## config.mk

```make
export PLATFORM = sky130hd
export DESIGN_NAME = n64adv2_vbus_demux
export DESIGN_NICKNAME = d
export VERILOG_FILES = /design/src/rtl/n64adv2_vbus_demux.sv
export SDC_FILE = /design/constraint.sdc
export NUM_CORES = 1
export LEC_CHECK = 0
export CORE_MARGIN = 5
export CORE_UTILIZATION = 45
export CTS_CLUSTER_SIZE = 30
export DETAILED_ROUTE_END_ITERATION = 6
export GPL_ROUTABILITY_DRIVEN = 0
export PLACE_DENSITY = 0.67
export SLEW_MARGIN = 40
export SYNTH_ARGS = -nofsm -noshare
export SYNTH_HDL_FRONTEND = slang
export SYNTH_SLANG_ARGS = --single-unit
export TNS_END_PERCENT = 100
```

## constraint.sdc

```tcl
create_clock -name N64_CLK_i -period 5.3 [get_ports N64_CLK_i]
set_clock_uncertainty 0.05 [all_clocks]
set_input_delay 0.795 -clock N64_CLK_i [delete_from_list [all_inputs] [get_ports N64_CLK_i]]
set_output_delay 0.795 -clock N64_CLK_i [all_outputs]
set_load 0.02 [all_outputs]
```

## src/rtl/n64adv2_vbus_demux.sv

```systemverilog
// rtl/n64adv2_vbus_demux.sv - N64 VD bus demux: 4-phase words to pixel, field line count, PAL/interlace flags.
// Optional HPIX_CNT_EN adds hpix_o (pixels between the last two HS falling edges).
module n64adv2_vbus_demux #(
  parameter int COLOR_W         = 7,
  parameter int LINE_CNT_W      = 10,
  parameter int PAL_LINE_THRESH = 290
) (
  input  logic                     N64_CLK_i,
  input  logic                     N64_RST_i,
  input  logic                     nVDSYNC_i,
  input  logic [COLOR_W-1:0]       VD_i,
  output logic [4+3*COLOR_W-1:0]   vdata_o,
  output logic                     vdata_valid_o,
  output logic                     pal_o,
  output logic                     interlaced_o,
  output logic                     bus_err_o
`ifdef HPIX_CNT_EN
  ,
  output logic [10:0]              hpix_o
`endif
);

  localparam int VDATA_W = 4 + 3*COLOR_W;
  localparam int HS_BIT  = 3*COLOR_W + 1;
  localparam int VS_BIT  = 3*COLOR_W + 3;
  localparam logic [LINE_CNT_W-1:0] LINE_MAX = '1;
  localparam logic [LINE_CNT_W-1:0] LINE_ONE = {{(LINE_CNT_W-1){1'b0}}, 1'b1};
  localparam logic [LINE_CNT_W-1:0] PAL_THR  = PAL_LINE_THRESH[LINE_CNT_W-1:0];

  typedef enum logic [1:0] {PH_IDLE, PH_SYNC, PH_R, PH_G} phase_e;

  phase_e                 phase_q, phase_d;
  logic [3:0]             sync_q, sync_d;
  logic [COLOR_W-1:0]     r_q, r_d, g_q, g_d;
  logic [VDATA_W-1:0]     vdata_q, vdata_d;
  logic                   valid_q, valid_d;
  logic                   pal_q, pal_d;
  logic                   il_q, il_d;
  logic                   err_q, err_d;
  logic [LINE_CNT_W-1:0]  line_cnt_q, line_cnt_d;
  logic [LINE_CNT_W-1:0]  prev_cnt_q, prev_cnt_d;
  logic                   accept;
  logic                   hs_fall, vs_fall;
  logic [LINE_CNT_W-1:0]  lines_now;
`ifdef HPIX_CNT_EN
  logic [10:0]            pix_cnt_q, pix_cnt_d;
  logic [10:0]            hpix_q, hpix_d;
`endif

  // Edges are judged against the last accepted pixel, so idle clocks never create edges.
  assign hs_fall = vdata_q[HS_BIT] & ~sync_q[1];
  assign vs_fall = vdata_q[VS_BIT] & ~sync_q[3];

  always_comb begin
    phase_d    = phase_q;
    sync_d     = sync_q;
    r_d        = r_q;
    g_d        = g_q;
    vdata_d    = vdata_q;
    pal_d      = pal_q;
    il_d       = il_q;
    err_d      = err_q;
    line_cnt_d = line_cnt_q;
    prev_cnt_d = prev_cnt_q;
    accept     = 1'b0;
    lines_now  = line_cnt_q;
`ifdef HPIX_CNT_EN
    pix_cnt_d  = pix_cnt_q;
    hpix_d     = hpix_q;
`endif

    if (!nVDSYNC_i) begin
      if (phase_q != PH_IDLE) err_d = 1'b1;
      sync_d  = VD_i[3:0];
      phase_d = PH_SYNC;
    end else begin
      case (phase_q)
        PH_SYNC: begin r_d = VD_i; phase_d = PH_R; end
        PH_R:    begin g_d = VD_i; phase_d = PH_G; end
        PH_G:    begin accept = 1'b1; phase_d = PH_IDLE; end
        default: ;
      endcase
    end

    if (accept) begin
      vdata_d = {sync_q, r_q, g_q, VD_i};
      // A line whose HS falls with VS still belongs to the closing field.
      if (hs_fall && line_cnt_q != LINE_MAX) lines_now = line_cnt_q + LINE_ONE;
      line_cnt_d = lines_now;
      if (vs_fall) begin
        pal_d      = (lines_now >= PAL_THR);
        il_d       = (lines_now != prev_cnt_q);
        prev_cnt_d = lines_now;
        line_cnt_d = '0;
      end
`ifdef HPIX_CNT_EN
      if (hs_fall) begin
        hpix_d    = pix_cnt_q;
        pix_cnt_d = 11'd1;
      end else if (pix_cnt_q != 11'h7FF) begin
        pix_cnt_d = pix_cnt_q + 11'd1;
      end
`endif
    end
    valid_d = accept;
  end

  always_ff @(posedge N64_CLK_i) begin
    if (N64_RST_i) begin
      phase_q    <= PH_IDLE;
      sync_q     <= 4'hF;
      r_q        <= '0;
      g_q        <= '0;
      vdata_q    <= {4'hF, {(3*COLOR_W){1'b0}}};
      valid_q    <= 1'b0;
      pal_q      <= 1'b0;
      il_q       <= 1'b0;
      err_q      <= 1'b0;
      line_cnt_q <= '0;
      prev_cnt_q <= '0;
`ifdef HPIX_CNT_EN
      pix_cnt_q  <= '0;
      hpix_q     <= '0;
`endif
    end else begin
      phase_q    <= phase_d;
      sync_q     <= sync_d;
      r_q        <= r_d;
      g_q        <= g_d;
      vdata_q    <= vdata_d;
      valid_q    <= valid_d;
      pal_q      <= pal_d;
      il_q       <= il_d;
      err_q      <= err_d;
      line_cnt_q <= line_cnt_d;
      prev_cnt_q <= prev_cnt_d;
`ifdef HPIX_CNT_EN
      pix_cnt_q  <= pix_cnt_d;
      hpix_q     <= hpix_d;
`endif
    end
  end

  assign vdata_o       = vdata_q;
  assign vdata_valid_o = valid_q;
  assign pal_o         = pal_q;
  assign interlaced_o  = il_q;
  assign bus_err_o     = err_q;
`ifdef HPIX_CNT_EN
  assign hpix_o        = hpix_q;
`endif

endmodule

```

======== After elaboration in Yosys (flattened, before gate mapping) ========
Cells that the tools add are included.
W data, S select, Z words.
word-level totals
  input port bits ......................... 10
  logic and storage cells ................. 40
  output and inout bits ................... 29
  register bits after elaboration ......... 69
operators by class
  $add $sub $neg .......................... 1
  bitwise gates (word level) .............. 5
  eq/ne operators ......................... 6
  magnitude comparators ................... 1
  reductions and logical operators ........ 8
  muxes and demuxes ....................... 7
operators with widths
  operator                 number
  $mux W10                 3
  $add A10 B1 Y10 const B  1
  $ge A10 B9 Y1 const B    1
  $ne A10 B10 Y1           1
  $ne A10 B10 Y1 const B   1
  $reduce_and A2 Y1        4
  $pmux W2 S3              1
  $eq A2 B2 Y1 const B     2
  $ne A4 B1 Y1 const B     1
  $mux W1                  3
  $not A1 Y1               3
  $reduce_bool A3 Y1       1
  $and A1 B1 Y1            2
  $eq A2 B1 Y1 const B     1
  $reduce_bool A2 Y1       1
  $reduce_or A2 Y1         1
  $logic_and A1 B1 Y1      1

======== Depth between registers and ports, before layout ========
  depth in word-level cells ............... 6
  depth in mapped cells ................... 9
  gate-level depth less buffers ........... 7

======== Worst setup path before layout ========
No wires, ideal clock.
  path kind ............................... register to register
  from .................................... register line_cnt_q[1]
  to ...................................... register il_q, in the netlist interlaced_o
  data required time ...................... 5121 ps
  buffers on the path ..................... 2
  data arrival time ....................... 2308 ps
  setup time .............................. 129 ps
  setup slack ............................. 2813 ps
  cell stages (with the launch flop) ...... 10
  clock period less this slack ............ 2487 ps
  cells stage by stage .................... dfxtp_1 > ha_1 > buf_6 > and3b_1 > buf_6 > nor3_1 > a2111o_1 > or4_1 > nor4_1 > a31oi_1
on the way
  cells in the longest elaborated chain, start to end .. 5
  elaborated cells on any way between the ends .. 6
  those cells by class .................... add/sub: 1; eq/ne: 2; mux: 2; reduce/logical: 1
RTL lines
  element                                                  line  RTL
  start, declared                                          40    logic [LINE_CNT_W-1:0] line_cnt_q, line_cnt_d;
  start signal, assigned                                   135   line_cnt_q <= line_cnt_d;
  branches (longest 2 deep; another with $add A10 B1 Y10)  -
  $mux W10 (*)                                             88    if (hs_fall && line_cnt_q != LINE_MAX) lines_now = line_cnt_q + LINE_ONE;
  $mux W10 (*)                                             85    if (accept) begin
  $ne A10 B10 Y1 (*)                                       92    il_d = (lines_now != prev_cnt_q);
  end signal, assigned                                     133   il_q <= il_d;
  end, declared                                            38    logic il_q, il_d;
Mark *: on every way between the ends. The select of a mux whose other input is x is not followed.
A chain may end at the register's enable or synchronous reset.

======== Final worst setup path ========
  from .................................... input port nVDSYNC_i
  to ...................................... register il_q, in the netlist interlaced_o
on the way
  cells in the longest elaborated chain, start to end .. 2
RTL lines
  element                      line  RTL
  start, declared              10    input logic nVDSYNC_i,
  $mux W1                      72    if (!nVDSYNC_i) begin
  $reduce_and A2 Y1 (no line)  -
No other way between the ends.

==> impl_metrics.toml <==
[yosys]
synth_xor_area_share_pct = 4.03
yosysWarnings = 0
synthSimpleGateAreaFrac_pct = 23.0
synth.mux.area_fraction_pct = 7.10
synth_nets = 396
synthAdderAreaFrac_pct = 0.384
synth_seq_cells = 69
yosysUniqueCellTypes = 51
synth.avg_cell_area_sq_um = 8.47
synth_compound_area_share_pct = 17.0
syn_area_sq_um = 3260
synth_top_family_by_area = "simple AND/OR/NAND/NOR gates"
ys_seq_area_share_pct = 42.3
syn_inst = 385

[cts]
ctsLongestPathBuffers = 2
cts_root_buf = "clkbuf_8"
cts_setup_buffers = 0
htree_levels = 3
cts_repair_resize_count = 0
insertion_delay_ns = 0.34
cts_buffers = 9
cts.sinks = 69
clk_pin_slew_worst_paths_ns = 0.08
cts_tree = "built"
hold_buffers = 0

[critical_path]
ff2ff_setup_slack_ns = 2.32
ff2ff_path_depth = 7
cp.required_ns = 5.48
critical_path_class = "input pin to register"
worstReg2RegStart = "line_cnt_q[0]"
r2r_end = "interlaced_o"
critPathLaunch = "nVDSYNC_i"
end_kind = "register"
worstSetupStartpointType = "input pin"
cp_max_fo = 15
worst-endpoint-arrival_ns = 3.29
endpoint = "interlaced_o"

[run]
maxCapViolations = 0

[die]
die_area_sq_um = 9050
core_area_sq_um = 7140
ioPinCount = 39
start_util_pct = 45.7
die_w_microns = 95.1
die_height_microns = 95.1
num_rows = 31

[global_route]
grt_pass1_vias = 2622
antenna_found_initial = 0
grt_max_degree = 70
grt_overflow = 0
grt_first_pass_wirelength_microns = 12400
grt_use_total_pct = 17.4

[status]
run_status = "completed"

[timing]
period_share_pct = 58.7
rsz0062_at_grt = "no"
setup_viol = 0
relSlewSlack_pct = 53.5
post-route-min-period_ns = 3.11
tns_ns = 0
worstMarginPinSlew_ns = 0.697
hold_viol = 0
whs_ns = 0.402
drv_slew = 0
fmax_ghz = 0.322

[drt]
wl_per_cell_microns = 14.5
drc = 0
vias_per_cell = 5.40
ant_nets = 0
drt_iter0_drc = 215
vias = 2752
routed_wl_microns = 7410
dr.pass1.iters = 7

[power_and_ir_drop]
peakVddDrop_v = 0.000196
power_uw = 1010
p_leak_uw = 0.00140
sequentialPowerShare_pct = 52.7
p_clk_share_pct = 42.7
p_sw_uw = 244
intPower_uw = 765
powerDensity_nw_per_um2 = 266
p_sw_share_pct = 24.2
combPwrFrac_pct = 4.7

[final_layout]
drive_gt1_share_pct = 7.30
num-fill-cells = 696
final_util_pct = 53.1
syn2layout_area_growth_pct = 16.3
diodes = 0
finalNetCount = 417

[worst_hold_path]
worstHoldPathType = "register to register"

[place]
port_buffers = 38
dp_hpwl_microns = 4960
==> cell usage in the layout (no fill, tap or decap), types with 4 or more instances in the layout <==
cell | Yosys | layout
a211oi_1 | 6 | 6
nor2b_1 | 4 | 4
nor3b_1 | 5 | 5
a22oi_1 | 5 | 5
a211o_1 | 4 | 4
dfxtp_1 | 69 | 69
clkdlybuf4s50_1 | 0 | 37
xnor2_1 | 11 | 11
xor2_1 | 4 | 4
nand2_1 | 69 | 69
clkbuf_8 | 3 | 9
nor2_1 | 40 | 39
nand3_1 | 11 | 11
a31oi_1 | 4 | 4
a21oi_1 | 41 | 41
mux2i_1 | 22 | 22
nor3_1 | 6 | 6
nand3b_1 | 7 | 7
nand2b_1 | 5 | 5
o21ai_0 | 7 | 7
==> Yosys cell counts (all sizes together) <==
master	instances	share of area, %
a21oi	41	6.3
and2	1	0.19
nor3	6	0.92
a211o	4	1.1
nor3b	5	1.2
nand2	69	7.9
inv	3	0.35
xor2	4	1.1
o21ai	7	1.1
nor2b	4	0.77
or4	1	0.23
a211oi	6	1.4
and4	1	0.31
dfxtp	69	42
nand2b	5	0.96
mux2i	22	6.8
ha	1	0.38
a32o	1	0.31
a221o	1	0.35
nor4	2	0.38
nand4	2	0.84
a2111o	1	0.35
and3b	1	0.27
a22oi	5	1.2
a32oi	1	0.27
a31oi	4	0.77
clkbuf	21	3.4
a2111oi	1	0.46
and3	3	0.61
xnor2	11	3.0
a41oi	3	1.0
o211ai	3	0.69
nand3b	7	1.6
nand3	11	1.7
o21bai	2	0.46
nor2	40	4.6
buf	10	2.5
a311oi	2	1.1
and2b	2	0.50
o21a	1	0.23
mux2	1	0.35
==> cells by family after synthesis <==
| kind of cell | count (synthesis) |
|---|---|
| AOI/OAI and AO/OA | 83 |
| xor gates and xnor gates | 15 |
| adders and majority gates | 1 |
| buffers and inverters | 34 |
| DFF | 69 |
| muxes | 23 |
| and+or+nand+nor | 160 |
==> critical path: stages <==
cell and delay [ns]:
clkdlybuf4s50_1 0.75, and3_2 0.28, nand2_1 0.19, a2111o_1 0.33
or4_1 0.53, nor4_1 0.31, a31oi_1 0.11
==> worst min path at each step <==
stage	from	slack [ns]	cells past startpoint	to
floorplan	g_q[3]	0.38	2	vdata_o[10]
global placement	bus_err_o	0.39	2	bus_err_o
detailed placement	g_q[1]	0.40	2	vdata_o[8]
CTS	r_q[5]	0.41	2	vdata_o[19]
global route	vdata_o[12]	0.43	2	vdata_o[12]
finish	r_q[5]	0.40	2	vdata_o[19]
==> layer usage <==
metal / track usage [%] / part of all wire [%] / vias to the layer above
li1: - / - / 1376
met2: 28.6 / 47 / 81
met1: 21.4 / 45 / 1283
met3: 5.45 / 6.3 / 12
met5: 0 / 0 / -
met4: 5.77 / 1.7 / 0
==> metrics by stage <==
stage,std cells,setup WS [ns],cell area [sq um]
2_1_floorplan,385,2.81,3260
3_3_place_gp,494,1.90,3590
3_5_place_dp,494,1.82,3590
4_1_cts,510,2.19,3790
5_1_grt,510,1.99,3790
6_report,510,2.19,3790
==> power groups by stage <==
| stage | Clock (uW) | Sequential, uW | Combinational [uW] |
|---|---|---|---|
| after floorplan | 0 | 542 | 31.0 |
| after global placement | 0 | 543 | 47.1 |
| after detailed placement | 0 | 543 | 47.4 |
| after CTS | 442 | 531 | 47.7 |
| after global routing | 464 | 532 | 51.3 |
| final | 430 | 531 | 47.0 |
==> cell type report <==
class                   count  area, sq um  share of cell area [%]
clock buffers               9          124                    3.27
clock inverters             7         73.8                    1.95
inverters                   3         11.3                   0.297
multi-input cells         282         1680                    44.3
flip-flops and latches     69         1380                    36.4
well taps                  99          124                    3.27
repair buffers             41          398                    10.5
==> flip-flops by register name, indices dropped and copies added (netlist names) <==
register       count
phase_q            2
sync_q             4
g_q                7
prev_cnt_q        10
vdata_o           25
r_q                7
line_cnt_q        10
bus_err_o          1
vdata_valid_o      1
pal_o              1
interlaced_o       1
Note: power is estimated with default switching activity, not from simulation.
